[config.mk]
export PLATFORM = sky130hd
export DESIGN_NAME = occ_req_arbiter_flat
export DESIGN_NICKNAME = d
export VERILOG_FILES = /design/src/rtl/occ_req_arbiter_if.sv /design/src/rtl/occ_req_arbiter.sv /design/src/flat_wrapper.sv
export SDC_FILE = /design/constraint.sdc
export NUM_CORES = 1
export LEC_CHECK = 0
export BUFFER_PORTS_ARGS = -buffer_cell sky130_fd_sc_hd__buf_4
export CORE_MARGIN = 4
export CORE_UTILIZATION = 44
export DETAILED_ROUTE_END_ITERATION = 12
export GPL_ROUTABILITY_DRIVEN = 0
export PLACE_DENSITY = 0.85
export SYNTH_ARGS = -nofsm -noshare
export SYNTH_HDL_FRONTEND = slang
export SYNTH_SLANG_ARGS = --single-unit
[constraint.sdc]
create_clock -name clk -period 2 [get_ports clk]
set_input_delay 0.2 -clock clk [delete_from_list [all_inputs] [get_ports clk]]
set_output_delay 0.2 -clock clk [all_outputs]
set_load 0.01 [all_outputs]
[src/rtl/occ_req_arbiter_if.sv]
// Channel and Occ-memory signal bundle for the Occ request arbiter.
// slave = arbiter view, master = channel/memory environment view.
interface occ_req_arbiter_if #(
    parameter int NUM_CH = 4,
    parameter int ADDR_W = 8,
    parameter int DATA_W = 32
);
    logic [NUM_CH-1:0]        ch_req_valid;
    logic [NUM_CH*ADDR_W-1:0] ch_req_addr;
    logic [NUM_CH-1:0]        ch_req_ready;
    logic [NUM_CH-1:0]        ch_rsp_valid;
    logic [DATA_W-1:0]        ch_rsp_data;
    logic                     ce_rom_Occ_o;
    logic [ADDR_W-1:0]        addr_rom_Occ_o;
    logic [DATA_W-1:0]        data_Occ_i;
    logic                     data_valid;
    logic                     busy_o;
    logic                     err_o;

    modport slave (
        input  ch_req_valid, ch_req_addr, data_Occ_i, data_valid,
        output ch_req_ready, ch_rsp_valid, ch_rsp_data,
               ce_rom_Occ_o, addr_rom_Occ_o, busy_o, err_o
    );

    modport master (
        output ch_req_valid, ch_req_addr, data_Occ_i, data_valid,
        input  ch_req_ready, ch_rsp_valid, ch_rsp_data,
               ce_rom_Occ_o, addr_rom_Occ_o, busy_o, err_o
    );
endinterface

[src/rtl/occ_req_arbiter.sv]
// Round-robin arbiter sharing one Occ memory port among NUM_CH search engines.
// In-order responses are steered back to their issuer through a tag FIFO.
module occ_req_arbiter #(
    parameter int NUM_CH  = 4,
    parameter int ADDR_W  = 8,
    parameter int DATA_W  = 32,
    parameter int MAX_OUT = 4
) (
    input  logic               clk,
    input  logic               rst,
    occ_req_arbiter_if.slave   io_bus
);
    localparam int CW = $clog2(MAX_OUT + 1);
    localparam int RW = $clog2(NUM_CH);
    localparam int PW = (MAX_OUT > 1) ? $clog2(MAX_OUT) : 1;
    localparam logic [CW-1:0] C_MAX  = CW'(MAX_OUT);
    localparam logic [CW-1:0] C_LAST = CW'(MAX_OUT - 1);
    localparam logic [RW-1:0] R_LAST = RW'(NUM_CH - 1);
    localparam logic [RW:0]   R_NUM  = (RW + 1)'(NUM_CH);

    logic [RW-1:0]     r_rr_ptr;
    logic [CW-1:0]     r_count;
    logic [CW-1:0]     r_wr_ptr;
    logic [CW-1:0]     r_rd_ptr;
    logic [RW-1:0]     r_tag_mem [MAX_OUT];
    logic              r_ce;
    logic [ADDR_W-1:0] r_addr;
    logic [NUM_CH-1:0] r_rsp_valid;
    logic [DATA_W-1:0] r_rsp_data;
    logic              r_err;

    logic [ADDR_W-1:0] w_req_addr [NUM_CH];
    logic [NUM_CH-1:0] w_ready;
    logic [NUM_CH-1:0] w_head_onehot;
    logic [RW:0]       w_scan;
    logic [RW-1:0]     w_grant_idx;
    logic [RW-1:0]     w_head_tag;
    logic              w_found;
    logic              w_push;
    logic              w_pop;

    generate
        for (genvar gi = 0; gi < NUM_CH; gi++) begin : g_ch
            assign w_req_addr[gi]    = io_bus.ch_req_addr[gi*ADDR_W +: ADDR_W];
            assign w_ready[gi]       = w_push && (w_grant_idx == RW'(gi));
            assign w_head_onehot[gi] = (w_head_tag == RW'(gi));
        end
    endgenerate

    // First valid channel at or after r_rr_ptr, wrapping at NUM_CH-1.
    always_comb begin
        w_found     = 1'b0;
        w_grant_idx = '0;
        w_scan      = '0;
        for (int k = 0; k < NUM_CH; k++) begin
            w_scan = {1'b0, r_rr_ptr} + (RW + 1)'(k);
            if (w_scan >= R_NUM) begin
                w_scan = w_scan - R_NUM;
            end
            if (!w_found && io_bus.ch_req_valid[w_scan[RW-1:0]]) begin
                w_found     = 1'b1;
                w_grant_idx = w_scan[RW-1:0];
            end
        end
    end

    // Slot availability looks only at the registered count: a pop in the same cycle does not free it.
    assign w_push     = w_found && (r_count < C_MAX);
    assign w_pop      = io_bus.data_valid && (r_count != '0);
    assign w_head_tag = r_tag_mem[r_rd_ptr[PW-1:0]];

    always_ff @(posedge clk) begin
        if (w_push) begin
            r_tag_mem[r_wr_ptr[PW-1:0]] <= w_grant_idx;
        end
    end

    always_ff @(posedge clk or posedge rst) begin
        if (rst) begin
            r_rr_ptr    <= '0;
            r_count     <= '0;
            r_wr_ptr    <= '0;
            r_rd_ptr    <= '0;
            r_ce        <= 1'b0;
            r_addr      <= '0;
            r_rsp_valid <= '0;
            r_rsp_data  <= '0;
            r_err       <= 1'b0;
        end else begin
            r_ce        <= w_push;
            r_rsp_valid <= w_pop ? w_head_onehot : '0;
            if (w_push) begin
                r_addr   <= w_req_addr[w_grant_idx];
                r_rr_ptr <= (w_grant_idx == R_LAST) ? '0 : w_grant_idx + 1'b1;
                r_wr_ptr <= (r_wr_ptr == C_LAST) ? '0 : r_wr_ptr + 1'b1;
            end
            if (w_pop) begin
                r_rsp_data <= io_bus.data_Occ_i;
                r_rd_ptr   <= (r_rd_ptr == C_LAST) ? '0 : r_rd_ptr + 1'b1;
            end
            case ({w_push, w_pop})
                2'b10:   r_count <= r_count + 1'b1;
                2'b01:   r_count <= r_count - 1'b1;
                default: r_count <= r_count;
            endcase
            if (io_bus.data_valid && (r_count == '0)) begin
                r_err <= 1'b1;
            end
        end
    end

    assign io_bus.ch_req_ready   = w_ready;
    assign io_bus.ch_rsp_valid   = r_rsp_valid;
    assign io_bus.ch_rsp_data    = r_rsp_data;
    assign io_bus.ce_rom_Occ_o   = r_ce;
    assign io_bus.addr_rom_Occ_o = r_addr;
    assign io_bus.busy_o         = (r_count != '0) || r_ce;
    assign io_bus.err_o          = r_err;
endmodule

[src/flat_wrapper.sv]
// flat-port wrapper written by rule: the top's interface ports become plain ports
module occ_req_arbiter_flat 
#(
    parameter int NUM_CH  = 4,
    parameter int ADDR_W  = 8,
    parameter int DATA_W  = 32,
    parameter int MAX_OUT = 4
)
  (clk, rst, io_bus_ch_req_valid, io_bus_ch_req_addr, io_bus_data_Occ_i, io_bus_data_valid, io_bus_ch_req_ready, io_bus_ch_rsp_valid, io_bus_ch_rsp_data, io_bus_ce_rom_Occ_o, io_bus_addr_rom_Occ_o, io_bus_busy_o, io_bus_err_o);
  occ_req_arbiter_if #(.NUM_CH(NUM_CH), .ADDR_W(ADDR_W), .DATA_W(DATA_W)) io_bus_i ();
  input  logic clk;
  input  logic rst;
  input wire logic [$bits(io_bus_i.ch_req_valid)-1:0] io_bus_ch_req_valid;
  input wire logic [$bits(io_bus_i.ch_req_addr)-1:0] io_bus_ch_req_addr;
  input wire logic [$bits(io_bus_i.data_Occ_i)-1:0] io_bus_data_Occ_i;
  input wire logic [$bits(io_bus_i.data_valid)-1:0] io_bus_data_valid;
  output wire logic [$bits(io_bus_i.ch_req_ready)-1:0] io_bus_ch_req_ready;
  output wire logic [$bits(io_bus_i.ch_rsp_valid)-1:0] io_bus_ch_rsp_valid;
  output wire logic [$bits(io_bus_i.ch_rsp_data)-1:0] io_bus_ch_rsp_data;
  output wire logic [$bits(io_bus_i.ce_rom_Occ_o)-1:0] io_bus_ce_rom_Occ_o;
  output wire logic [$bits(io_bus_i.addr_rom_Occ_o)-1:0] io_bus_addr_rom_Occ_o;
  output wire logic [$bits(io_bus_i.busy_o)-1:0] io_bus_busy_o;
  output wire logic [$bits(io_bus_i.err_o)-1:0] io_bus_err_o;
  assign io_bus_i.ch_req_valid = io_bus_ch_req_valid;
  assign io_bus_i.ch_req_addr = io_bus_ch_req_addr;
  assign io_bus_i.data_Occ_i = io_bus_data_Occ_i;
  assign io_bus_i.data_valid = io_bus_data_valid;
  assign io_bus_ch_req_ready = io_bus_i.ch_req_ready;
  assign io_bus_ch_rsp_valid = io_bus_i.ch_rsp_valid;
  assign io_bus_ch_rsp_data = io_bus_i.ch_rsp_data;
  assign io_bus_ce_rom_Occ_o = io_bus_i.ce_rom_Occ_o;
  assign io_bus_addr_rom_Occ_o = io_bus_i.addr_rom_Occ_o;
  assign io_bus_busy_o = io_bus_i.busy_o;
  assign io_bus_err_o = io_bus_i.err_o;
  occ_req_arbiter #(.NUM_CH(NUM_CH), .ADDR_W(ADDR_W), .DATA_W(DATA_W), .MAX_OUT(MAX_OUT)) u_core (.clk(clk), .rst(rst), .io_bus(io_bus_i));
endmodule
==> impl_metrics.sql, run 1 <==
INSERT INTO impl_metrics (metric_group, metric, value, unit) VALUES
('outcome', 'status', 'finished clean', ''),
('sta', 'max_slew.worst_pin.slew', '720', 'ps'),
('pwr', 'p_leak', '0.00231', 'uW'),
('final_layout', 'postLayoutCellArea', '4430', 'um^2'),
('worst_hold_path', 'worst_hold_startpoint', 'io_bus_data_Occ_i[10]', ''),
('clock_tree', 'cts-buffers-inserted', '9', ''),
('sta', 'slew_violations', '0', ''),
('synthesis', 'synthesis.nets', '394', ''),
('placed_design', 'placed_instance_area', '4110', 'um^2'),
('synthesis', 'synth.yosys.warnings', '0', ''),
('synthesis', 'post_synth_num_cell_types', '44', ''),
('grt', 'grt_first_pass_wirelength', '12.0', 'mm'),
('die', 'initial_core_util', '0.453', ''),
('die', 'placeableCoreArea', '6790', 'um^2'),
('sta', 'achievable_clock_frequency', '512', 'MHz'),
('worst_setup_path', 'cp-start-kind', 'flop', ''),
('clock_tree', 'post_cts_clock_slew_at_the_launch_and_capture_registers_of_the_worst_setup_and_hold_paths', '70', 'ps'),
('drt', 'vias_per_cell', '4.85', ''),
('clock_tree', 'clock_tree.buffer_depth', '2', ''),
('final_layout', 'most-common-layout-cells', 'sky130_fd_sc_hd__buf_4, sky130_fd_sc_hd__nand2_1, sky130_fd_sc_hd__dfrtp_1', ''),
('drt', 'vias', '2671', ''),
('synthesis', 'yosys_most_used_dff', 'sky130_fd_sc_hd__dfrtp_1', ''),
('grt', 'grt_use_total', '0.177', ''),
('die', 'floorplan.rows', '30', ''),
('die', 'pin_count', '122', ''),
('drt', 'final_routed_drc_violation_total', '0', ''),
('worst_setup_path', 'critical_path.endpoint_type', 'output pin', ''),
('sta', 'min_period_over_period', '0.977', ''),
('placed_design', 'port-buffer-count', '121', ''),
('worst_setup_path', 'cell_depth_of_the_worst_flop_to_flop_path', '5', ''),
('die', 'dieWidth', '91.7', 'um'),
('synthesis', 'synth-edff-count', '8', ''),
('drt', 'detailedRoute.firstIterationViolations', '62', ''),
('grt', 'gr-total-overflow', '0', ''),
('sta', 'number_of_hold_violations_in_the_final_report', '0', ''),
('die', 'design.die.area', '8400', 'um^2'),
('sta', 'worst_setup_skew_after_layout', '6.45', 'ps'),
('worst_setup_path', 'worst-setup-path-type', 'flop to output pin', ''),
('final_layout', 'antenna_cells', '0', ''),
('synthesis', 'synth.cell_area', '3080', 'um^2'),
('die', 'dieHeight', '91.7', 'um'),
('final_layout', 'mostFrequentLayoutCell', 'sky130_fd_sc_hd__buf_4', ''),
('synthesis', 'synth_top_cells_by_area', 'sky130_fd_sc_hd__dfrtp_1, sky130_fd_sc_hd__nand2_1, sky130_fd_sc_hd__edfxtp_1', ''),
('drt', 'drt.antenna.violating_nets', '0', ''),
('synthesis', 'syn_avg_cell_area', '9.87', 'um^2'),
('worst_setup_path', 'worst-endpoint-arrival', '1750', 'ps'),
('sta', 'whs', '60.7', 'ps'),
('clock_tree', 'cts_sinks', '65', ''),
('synthesis', 'proportion_of_netlist_area_held_by_the_largest_area_contributor', '0.463', ''),
('grt', 'grt_antenna_before_repair', '0', ''),
('grt', 'pin_count_of_the_biggest_net_entering_global_routing', '39', ''),
('worst_setup_path', 'timing.reg2reg.setup_slack', '180', 'ps'),
('final_layout', 'layout.nets', '533', ''),
('clock_tree', 'ctsRootBufferMaster', 'sky130_fd_sc_hd__clkbuf_8', ''),
('pwr', 'max-vdd-ir-drop', '579', 'uV'),
('synthesis', 'async_flop_share', '0.877', ''),
('clock_tree', 'clk_latency', '320', 'ps'),
('synthesis', 'number_of_synthesized_register_bits', '65', ''),
('drt', 'postRouteWirelength', '7.47', 'mm'),
('synthesis', 'post_synth_inst_count', '312', ''),
('final_layout', 'area_growth', '43.9', '%'),
('worst_hold_path', 'hp-class', 'input port to flop', ''),
('sta', 'final_period_minus_worst_setup_slack', '1950', 'ps'),
('sta', 'maxSlewHeadroom', '0.518', ''),
('worst_hold_path', 'worstHoldPathCells', '3', ''),
('sta', 'finalSetupViolations', '0', ''),
('drt', 'wire_per_inst', '13.5', 'um'),
('worst_setup_path', 'rr_startpoint', 'u_core.r_rr_ptr[0]$_DFFE_PP0P_', ''),
('synthesis', 'yosysSeqAreaShare', '0.541', ''),
('synthesis', 'synth_area_leader_cell', 'sky130_fd_sc_hd__dfrtp_1', ''),
('worst_setup_path', 'crit_required', '1800', 'ps');
stage by stage:
step / setup WS, ps / std cells / power [uW] / util
after CTS: 2.60 / 547 / 6070 / 0.644
after global routing: -25.2 / 551 / 6560 / 0.652
final: 45.7 / 551 / 6110 / 0.652
after global placement: 222 / 525 / 4720 / 0.605
after floorplan: 44.5 / 312 / 3740 / -
after detailed placement: 177 / 525 / 4840 / 0.605
routing by layer:
| metal | share of wire | GRT usage |
|---|---|---|
| met1 | 0.41 | 0.224 |
| met2 | 0.48 | 0.287 |
| met3 | 0.094 | 0.0476 |
| met4 | 0.018 | 0.0704 |
| met5 | 0 | 0 |
cells in the mapped netlist (all sizes together) (2+ instances only):
library cell,n
a211o,2
a211oi,7
a21o,3
a31oi,7
and2,7
and3,2
buf,8
clkbuf,7
dfrtp,57
edfxtp,8
ha,10
inv,19
mux2i,9
mux4,3
nand2,105
nand2b,2
nor2,7
nor2b,9
nor3,4
o21ai,13
o22ai,7
xor2,2
power by group:
part           total (uW)  leakage (uW)  internal, uW  switching [uW]
clock                1130      0.000105           678             452
sequential           2190      0.000768          1860             326
combinational        2790       0.00144          1390            1400
worst max-delay path by stage:
stage	from	to	slack, ps	cells past startpoint
floorplan	u_core.r_count[2]$_DFFE_PP0P_	u_core.r_count[2]$_DFFE_PP0P_	40	10
global placement	u_core.r_rr_ptr[0]$_DFFE_PP0P_	io_bus_ch_req_ready[3]	220	7
detailed placement	io_bus_ch_req_valid[1]	u_core.io_bus.addr_rom_Occ_o[2]$_DFFE_PP0P_	180	8
CTS	u_core.r_rr_ptr[0]$_DFFE_PP0P_	io_bus_ch_req_ready[0]	3	7
global route	u_core.r_rr_ptr[1]$_DFFE_PP0P_	io_bus_ch_req_ready[3]	-30	7
finish	u_core.r_rr_ptr[0]$_DFFE_PP0P_	io_bus_ch_req_ready[3]	50	7
state kept, by name (all words and copies together), names as in the netlist:
signal                        cells
u_core.io_bus.addr_rom_Occ_o      8
u_core.io_bus.ce_rom_Occ_o        1
u_core.io_bus.ch_rsp_data        32
u_core.io_bus.ch_rsp_valid        4
u_core.io_bus.err_o               1
u_core.r_count                    3
u_core.r_rd_ptr                   3
u_core.r_rr_ptr                   2
u_core.r_tag_mem                  8
u_core.r_wr_ptr                   3
critical path: stages, from the launching register on:
cell and delay, ps:
sky130_fd_sc_hd__dfrtp_2 440, sky130_fd_sc_hd__nor2b_4 70, sky130_fd_sc_hd__a211o_1 300, sky130_fd_sc_hd__o21ai_2 90
sky130_fd_sc_hd__inv_2 80, sky130_fd_sc_hd__ha_2 190, sky130_fd_sc_hd__and2_1 130, sky130_fd_sc_hd__buf_4 140
cell type report:
type                       instances  area, um^2
clock inverter                     2        35.0
inverter                          20        78.8
multi-input combinational        212        1280
tap                               96         120
sequential                        65        1670
fill                             556        2360
clock buffer                      13         170
timing repair buffer             143        1080
timing repair:
item / CTS / global route
buffers inserted: 6 / 4
hold buffers: 1 / 0
setup endpoints to repair: 4 / 4
pin swaps: 4 / 2
hold endpoints to repair: 26 / 0
gates resized for setup: 4 / 9
cell families after synthesis:
group | share of synthesized area
adders and majority gates | 0.0471
xor gates and xnor gates | 0.00853
and+or+nand+nor | 0.192
muxes | 0.0512
DFF | 0.541
AOI/OAI and AO/OA | 0.107
buffers and inverters | 0.0528
Note: power is estimated with default switching activity, not from simulation.
==> run 2, diff against run 1 <==
- CORE_UTILIZATION: 44 -> 45
- CTS_BUF_LIST: default -> sky130_fd_sc_hd__clkbuf_2
- PLACE_DENSITY: 0.85 -> 0.87
==> impl_metrics.sql, run 2 (synthesis gave the netlist of run 1 again) <==
INSERT INTO impl_metrics (metric_group, metric, value, unit) VALUES
('pwr', 'switching_power', '2220', 'uW'),
('sta', 'finalSetupViolations', '4', ''),
('pwr', 'internal_power', '3570', 'uW'),
('final_layout', 'number_of_flip_flops_under_the_largest_register_name', '32', ''),
('grt', 'pin_count_of_the_biggest_net_entering_global_routing', '39', ''),
('worst_hold_path', 'worstHoldEndpoint', 'u_core.io_bus.addr_rom_Occ_o[4]$_DFFE_PP0P_', ''),
('pwr', 'comb_power_share', '0.497', ''),
('sta', 'worst_setup_skew_after_layout', '36.0', 'ps'),
('die', 'pin_count', '122', ''),
('placed_design', 'place_ws', '75.4', 'ps'),
('die', 'dieWidth', '90.7', 'um'),
('worst_setup_path', 'worst-endpoint-arrival', '1970', 'ps'),
('outcome', 'status', 'finished, violations left', ''),
('clock_tree', 'cts_sinks', '65', ''),
('final_layout', 'area_growth', '51.7', '%'),
('worst_setup_path', 'worst-setup-path-type', 'flop to output pin', ''),
('grt', 'grt_antenna_before_repair', '0', ''),
('drt', 'drt.antenna.violating_nets', '0', ''),
('pwr', 'total_power', '5790', 'uW'),
('placed_design', 'hpwlAfterDp', '5.76', 'mm'),
('worst_setup_path', 'cp_slowest_stage_delay', '460', 'ps'),
('sta', 'min_period_over_period', '1.09', ''),
('final_layout', 'most-common-layout-cells', 'sky130_fd_sc_hd__buf_4, sky130_fd_sc_hd__nand2_1, sky130_fd_sc_hd__dfrtp_1', ''),
('sta', 'max_slew.worst_pin.slew', '493', 'ps'),
('sta', 'final_period_minus_worst_setup_slack', '2170', 'ps'),
('sta', 'number_of_hold_violations_in_the_final_report', '0', ''),
('clock_tree', 'ctsRootBufferMaster', 'sky130_fd_sc_hd__clkbuf_2', ''),
('worst_setup_path', 'crit_required', '1800', 'ps'),
('drt', 'postRouteWirelength', '8.61', 'mm'),
('worst_setup_path', 'critical_path.endpoint_type', 'output pin', ''),
('worst_setup_path', 'r2r-end', 'u_core.io_bus.addr_rom_Occ_o[0]$_DFFE_PP0P_', ''),
('clock_tree', 'ctsHtreeMaxLevel', '3', ''),
('placed_design', 'place_inst', '505', ''),
('clock_tree', 'clock_tree.buffer_depth', '2', ''),
('die', 'dieHeight', '90.7', 'um'),
('worst_setup_path', 'critical-path-top-delay-family', 'flip-flops', ''),
('final_layout', 'mostFrequentLayoutCell', 'sky130_fd_sc_hd__buf_4', ''),
('clock_tree', 'clk_latency', '480', 'ps'),
('drt', 'detailedRoute.firstIterationViolations', '114', ''),
('die', 'placeableCoreArea', '6490', 'um^2'),
('pwr', 'max-vdd-ir-drop', '723', 'uV'),
('worst_setup_path', 'cp-start-kind', 'flop', ''),
('sta', 'rsz0062_at_grt', 'yes', ''),
('worst_hold_path', 'hp-class', 'input port to flop', ''),
('final_layout', 'antenna_cells', '0', ''),
('die', 'initial_core_util', '0.474', ''),
('pwr', 'power_switching_share', '0.383', ''),
('run', 'timing.max_cap.violations', '0', ''),
('drt', 'drtPass1Iterations', '5', ''),
('worst_setup_path', 'worstPathCellList', 'nor2b_2, buf_4, o21ai_4, and3_4, inv_2, ha_2, and2_4, buf_6', ''),
('worst_hold_path', 'worst_hold_startpoint', 'io_bus_ch_req_addr[20]', ''),
('sta', 'slew_violations', '0', ''),
('pwr', 'p_leak', '0.00242', 'uW'),
('clock_tree', 'cts-buffers-inserted', '9', ''),
('pwr', 'p_per_area', '1240', 'nW/um^2'),
('pwr', 'share_clk_of_total_power', '0.127', ''),
('die', 'floorplan.rows', '29', ''),
('drt', 'vias_per_cell', '5.15', ''),
('sta', 'final_critical_path_setup_slack', '-171', 'ps'),
('worst_setup_path', 'crit_path_top_delay_cell', 'sky130_fd_sc_hd__dfrtp_1', ''),
('grt', 'grt_pass1_vias', '3060', ''),
('worst_setup_path', 'cp.buffers_inverters', '3', ''),
('final_layout', 'fin_cells', '568', ''),
('worst_setup_path', 'timing.reg2reg.setup_slack', '110', 'ps'),
('sta', 'achievable_clock_frequency', '461', 'MHz'),
('worst_setup_path', 'rr_startpoint', 'u_core.r_rr_ptr[0]$_DFFE_PP0P_', ''),
('outcome', 'violations_in_the_final_reports', 'setup timing', ''),
('grt', 'gr-total-overflow', '0', ''),
('worst_setup_path', 'critPathMaxFanout', '4', ''),
('sta', 'setup_total_negative_slack', '-625', 'ps'),
('clock_tree', 'tritoncts_clock_tree', 'built', ''),
('drt', 'vias', '2927', ''),
('pwr', 'sequential_cell_fraction_of_total_power', '0.375', ''),
('final_layout', 'layout.nets', '568', ''),
('worst_hold_path', 'worstHoldPathCells', '3', ''),
('worst_setup_path', 'cell_depth_of_the_worst_flop_to_flop_path', '7', ''),
('final_layout', 'count_of_fill_cells_added_during_filler_insertion', '431', ''),
('sta', 'maxSlewHeadroom', '0.671', ''),
('final_layout', 'layout-drive-gt1-share', '0.363', ''),
('clock_tree', 'post_cts_clock_slew_at_the_launch_and_capture_registers_of_the_worst_setup_and_hold_paths', '180', 'ps'),
('drt', 'final_routed_drc_violation_total', '0', ''),
('placed_design', 'port-buffer-count', '121', ''),
('grt', 'grt_first_pass_wirelength', '14.3', 'mm'),
('drt', 'wire_per_inst', '15.2', 'um'),
('grt', 'grt_use_total', '0.218', ''),
('die', 'design.die.area', '8230', 'um^2'),
('final_layout', 'post_layout_util', '0.719', '');
==> run 2: through the flow <==
step	cell area, um^2	hold WS, ps
floorplan	3090	305
global placement	4080	255
detailed placement	4080	257
CTS	4610	2.85
global route	4670	13.7
finish	4670	41.3
==> run 2: worst max-delay path by stage <==
stage                                     end  slack (ps)                      startpoint  cells past startpoint
3_5_place_dp   u_core.r_rr_ptr[0]$_DFFE_PP0P_          80  u_core.r_rr_ptr[1]$_DFFE_PP0P_                      7
3_3_place_gp   u_core.r_rr_ptr[0]$_DFFE_PP0P_         150  u_core.r_rr_ptr[1]$_DFFE_PP0P_                      7
5_1_grt                io_bus_ch_req_ready[2]        -260  u_core.r_rr_ptr[0]$_DFFE_PP0P_                      8
6_report               io_bus_ch_req_ready[2]        -170  u_core.r_rr_ptr[0]$_DFFE_PP0P_                      8
4_1_cts                io_bus_ch_req_ready[2]        -130  u_core.r_rr_ptr[0]$_DFFE_PP0P_                      8
2_1_floorplan   u_core.r_count[2]$_DFFE_PP0P_          40   u_core.r_count[2]$_DFFE_PP0P_                     10
==> run 2: area by class of cell <==
class / count / area, um^2 / area share
Sequential cell: 65 / 1670 / 0.357
Multi-Input combinational cell: 212 / 1280 / 0.275
Tap cell: 77 / 96.3 / 0.0206
Clock inverter: 5 / 48.8 / 0.0104
Timing Repair Buffer: 178 / 1440 / 0.309
Clock buffer: 11 / 55.1 / 0.0118
Inverter: 20 / 76.3 / 0.0163
==> run 2: power groups by stage <==
stage / Combinational (uW) / Clock [uW] / Sequential [uW]
2_1_floorplan: 1440 / 0 / 2290
3_3_place_gp: 2510 / 0 / 2170
3_5_place_dp: 2640 / 0 / 2180
4_1_cts: 2830 / 759 / 2150
5_1_grt: 3170 / 827 / 2230
6_report: 2880 / 737 / 2170
==> run 2: per-layer routing <==
metal / GRT usage / wire [um]
met4: 0.0778 / 226
met1: 0.253 / 3390
met2: 0.378 / 4270
met5: 0 / 0
met3: 0.0675 / 726
==> run 2: worst register-to-register path: cells and delay by family (launching register included) <==
| family | cells | cell delay, ps |
|---|---|---|
| buf+inv | 2 | 350 |
| flops | 1 | 470 |
| simple gates | 2 | 370 |
| compound gates | 3 | 570 |
==> run 2: repair_timing <==
action,4_1_cts,5_1_grt
hold buffers,34,4
pin swaps,5,3
setup buffers,7,2
endpoints found under the hold margin,54,2
resized for setup,16,1
setup endpoints to repair,4,11
==> run 3, diff against run 2 <==
- RECOVER_POWER: default -> 50
==> impl_metrics.sql, run 3 (synthesis gave the netlist of run 1 again) <==
INSERT INTO impl_metrics (metric_group, metric, value, unit) VALUES
('drt', 'wire_per_inst', '15.2', 'um'),
('worst_hold_path', 'hp-class', 'input port to flop', ''),
('drt', 'final_routed_drc_violation_total', '0', ''),
('drt', 'vias', '2938', ''),
('final_layout', 'most-common-layout-cells', 'sky130_fd_sc_hd__buf_4, sky130_fd_sc_hd__nand2_1, sky130_fd_sc_hd__dfrtp_1', ''),
('worst_setup_path', 'critical_path.endpoint_type', 'output pin', ''),
('grt', 'pin_count_of_the_biggest_net_entering_global_routing', '39', ''),
('sta', 'finalSetupViolations', '4', ''),
('clock_tree', 'ctsHtreeMaxLevel', '3', ''),
('die', 'initial_core_util', '0.474', ''),
('clock_tree', 'post_cts_clock_slew_at_the_launch_and_capture_registers_of_the_worst_setup_and_hold_paths', '180', 'ps'),
('worst_setup_path', 'cp.buffers_inverters', '3', ''),
('die', 'floorplan.rows', '29', ''),
('grt', 'grt_use_total', '0.218', ''),
('worst_setup_path', 'worstPathCellList', 'nor2b_2, buf_4, o21ai_4, and3_4, inv_2, ha_2, and2_4, buf_6', ''),
('pwr', 'max-vdd-ir-drop', '722', 'uV'),
('die', 'dieHeight', '90.7', 'um'),
('die', 'dieWidth', '90.7', 'um'),
('pwr', 'p_per_area', '1230', 'nW/um^2'),
('sta', 'max_slew.worst_pin.slew', '889', 'ps'),
('worst_setup_path', 'rr_startpoint', 'u_core.r_count[2]$_DFFE_PP0P_', ''),
('grt', 'grt_pass1_vias', '3060', ''),
('drt', 'detailedRoute.firstIterationViolations', '126', ''),
('placed_design', 'hpwlAfterDp', '5.76', 'mm'),
('drt', 'vias_per_cell', '5.17', ''),
('final_layout', 'layout.nets', '568', ''),
('worst_setup_path', 'cp-start-kind', 'flop', ''),
('grt', 'grt_antenna_before_repair', '0', ''),
('sta', 'worst_setup_skew_after_layout', '35.9', 'ps'),
('grt', 'gr-total-overflow', '0', ''),
('placed_design', 'place_ws', '75.4', 'ps'),
('clock_tree', 'tritoncts_clock_tree', 'built', ''),
('sta', 'rsz0062_at_grt', 'yes', ''),
('sta', 'whs', '45.6', 'ps'),
('worst_setup_path', 'cp_slowest_stage_delay', '460', 'ps'),
('run', 'timing.max_cap.violations', '0', ''),
('worst_setup_path', 'crit_required', '1800', 'ps'),
('sta', 'number_of_hold_violations_in_the_final_report', '0', ''),
('final_layout', 'area_growth', '48.3', '%'),
('worst_setup_path', 'critPathLaunch', 'u_core.r_rr_ptr[0]$_DFFE_PP0P_', ''),
('outcome', 'status', 'finished, violations left', ''),
('worst_setup_path', 'worst-endpoint-arrival', '1980', 'ps'),
('final_layout', 'mostFrequentLayoutCell', 'sky130_fd_sc_hd__buf_4', ''),
('worst_hold_path', 'worst_hold_startpoint', 'io_bus_ch_req_addr[21]', ''),
('drt', 'drtPass1Iterations', '4', ''),
('final_layout', 'layout-drive-gt1-share', '0.310', ''),
('sta', 'achievable_clock_frequency', '459', 'MHz'),
('final_layout', 'number_of_flip_flops_under_the_largest_register_name', '32', ''),
('clock_tree', 'clock_tree.buffer_depth', '2', ''),
('outcome', 'violations_in_the_final_reports', 'setup timing', ''),
('sta', 'final_critical_path_setup_slack', '-178', 'ps'),
('pwr', 'p_leak', '0.00232', 'uW'),
('drt', 'postRouteWirelength', '8.64', 'mm'),
('clock_tree', 'cts_sinks', '65', ''),
('sta', 'final_period_minus_worst_setup_slack', '2180', 'ps'),
('sta', 'maxSlewHeadroom', '0.407', ''),
('worst_setup_path', 'crit_path_top_delay_cell', 'sky130_fd_sc_hd__dfrtp_1', ''),
('worst_setup_path', 'worst-setup-path-type', 'flop to output pin', ''),
('worst_setup_path', 'critical-path-top-delay-family', 'flip-flops', ''),
('die', 'placeableCoreArea', '6490', 'um^2'),
('drt', 'drt.antenna.violating_nets', '0', ''),
('final_layout', 'antenna_cells', '0', ''),
('sta', 'slew_violations', '0', ''),
('grt', 'grt_first_pass_wirelength', '14.3', 'mm'),
('clock_tree', 'ctsRootBufferMaster', 'sky130_fd_sc_hd__clkbuf_2', ''),
('clock_tree', 'clk_latency', '480', 'ps'),
('clock_tree', 'cts-buffers-inserted', '9', ''),
('sta', 'min_period_over_period', '1.09', ''),
('die', 'design.die.area', '8230', 'um^2'),
('placed_design', 'port-buffer-count', '121', ''),
('worst_setup_path', 'critPathMaxFanout', '4', ''),
('die', 'pin_count', '122', '');
-- run 3: cell types whose count changed in the layout (fill, tap and decap cells not counted), sizes merged --
| cell | previous run | this run |
|---|---|---|
| clkbuf | 11 | 38 |
| buf | 140 | 113 |
-- run 3: routing by layer --
metal  up-vias  GRT usage  share of wire
met5         -          0              0
met4         0     0.0778          0.024
met3        26     0.0675          0.083
met2       165      0.378           0.49
met1      1363      0.253           0.40
li1       1384          -              -
-- run 3: stage by stage --
stage	utilization	area, um^2	power (uW)	setup TNS, ps	std cells
floorplan	-	3090	3740	0	312
global placement	0.628	4080	4680	0	505
detailed placement	0.628	4080	4820	0	505
CTS	0.710	4610	5740	-473	562
global route	0.703	4570	6050	-1260	568
finish	0.703	4570	5610	-640	568
-- run 3: power breakdown --
part           internal (uW)  total [uW]  switching, uW
sequential              1850        2150            299
clock                    290         736            446
combinational           1280        2730           1450
total                   3420        5610           2190
-- run 3: area by class of cell --
type	instances	area, um^2
fillers	469	1930
clock buffers	11	55.1
well taps	77	96.3
multi-input cells	212	1270
clock inverters	5	48.8
repair buffers	178	1350
inverters	20	76.3
flip-flops and latches	65	1670
-- run 3: repair_timing --
action	in CTS	in global routing
pin swaps	5	3
buffers inserted	7	2
resized for setup	16	1
cloned	0	0
hold buffers	34	4
setup endpoints to repair	4	11
endpoints found under the hold margin	54	2
-- run 3: worst min-delay path, cell delays in order --
cell and delay, ps:
sky130_fd_sc_hd__buf_4 80, sky130_fd_sc_hd__mux2i_1 60, sky130_fd_sc_hd__o22ai_1 140
-- run 3: worst paths after layout --
kind / end / cells past startpoint / slack [ps]
setup / recovery: io_bus_ch_req_ready[2] / 8 / -180
hold / removal: u_core.io_bus.addr_rom_Occ_o[5]$_DFFE_PP0P_ / 3 / 50
setup reg to reg: u_core.r_count[2]$_DFFE_PP0P_ / 9 / 50
hold reg to reg: u_core.io_bus.err_o$_DFFE_PP0P_ / 1 / 490
max in group asynchronous: u_core.io_bus.ch_rsp_data[7]$_DFFE_PP0P_ / 4 / 550
min in group asynchronous: u_core.r_count[1]$_DFFE_PP0P_ / 3 / 450
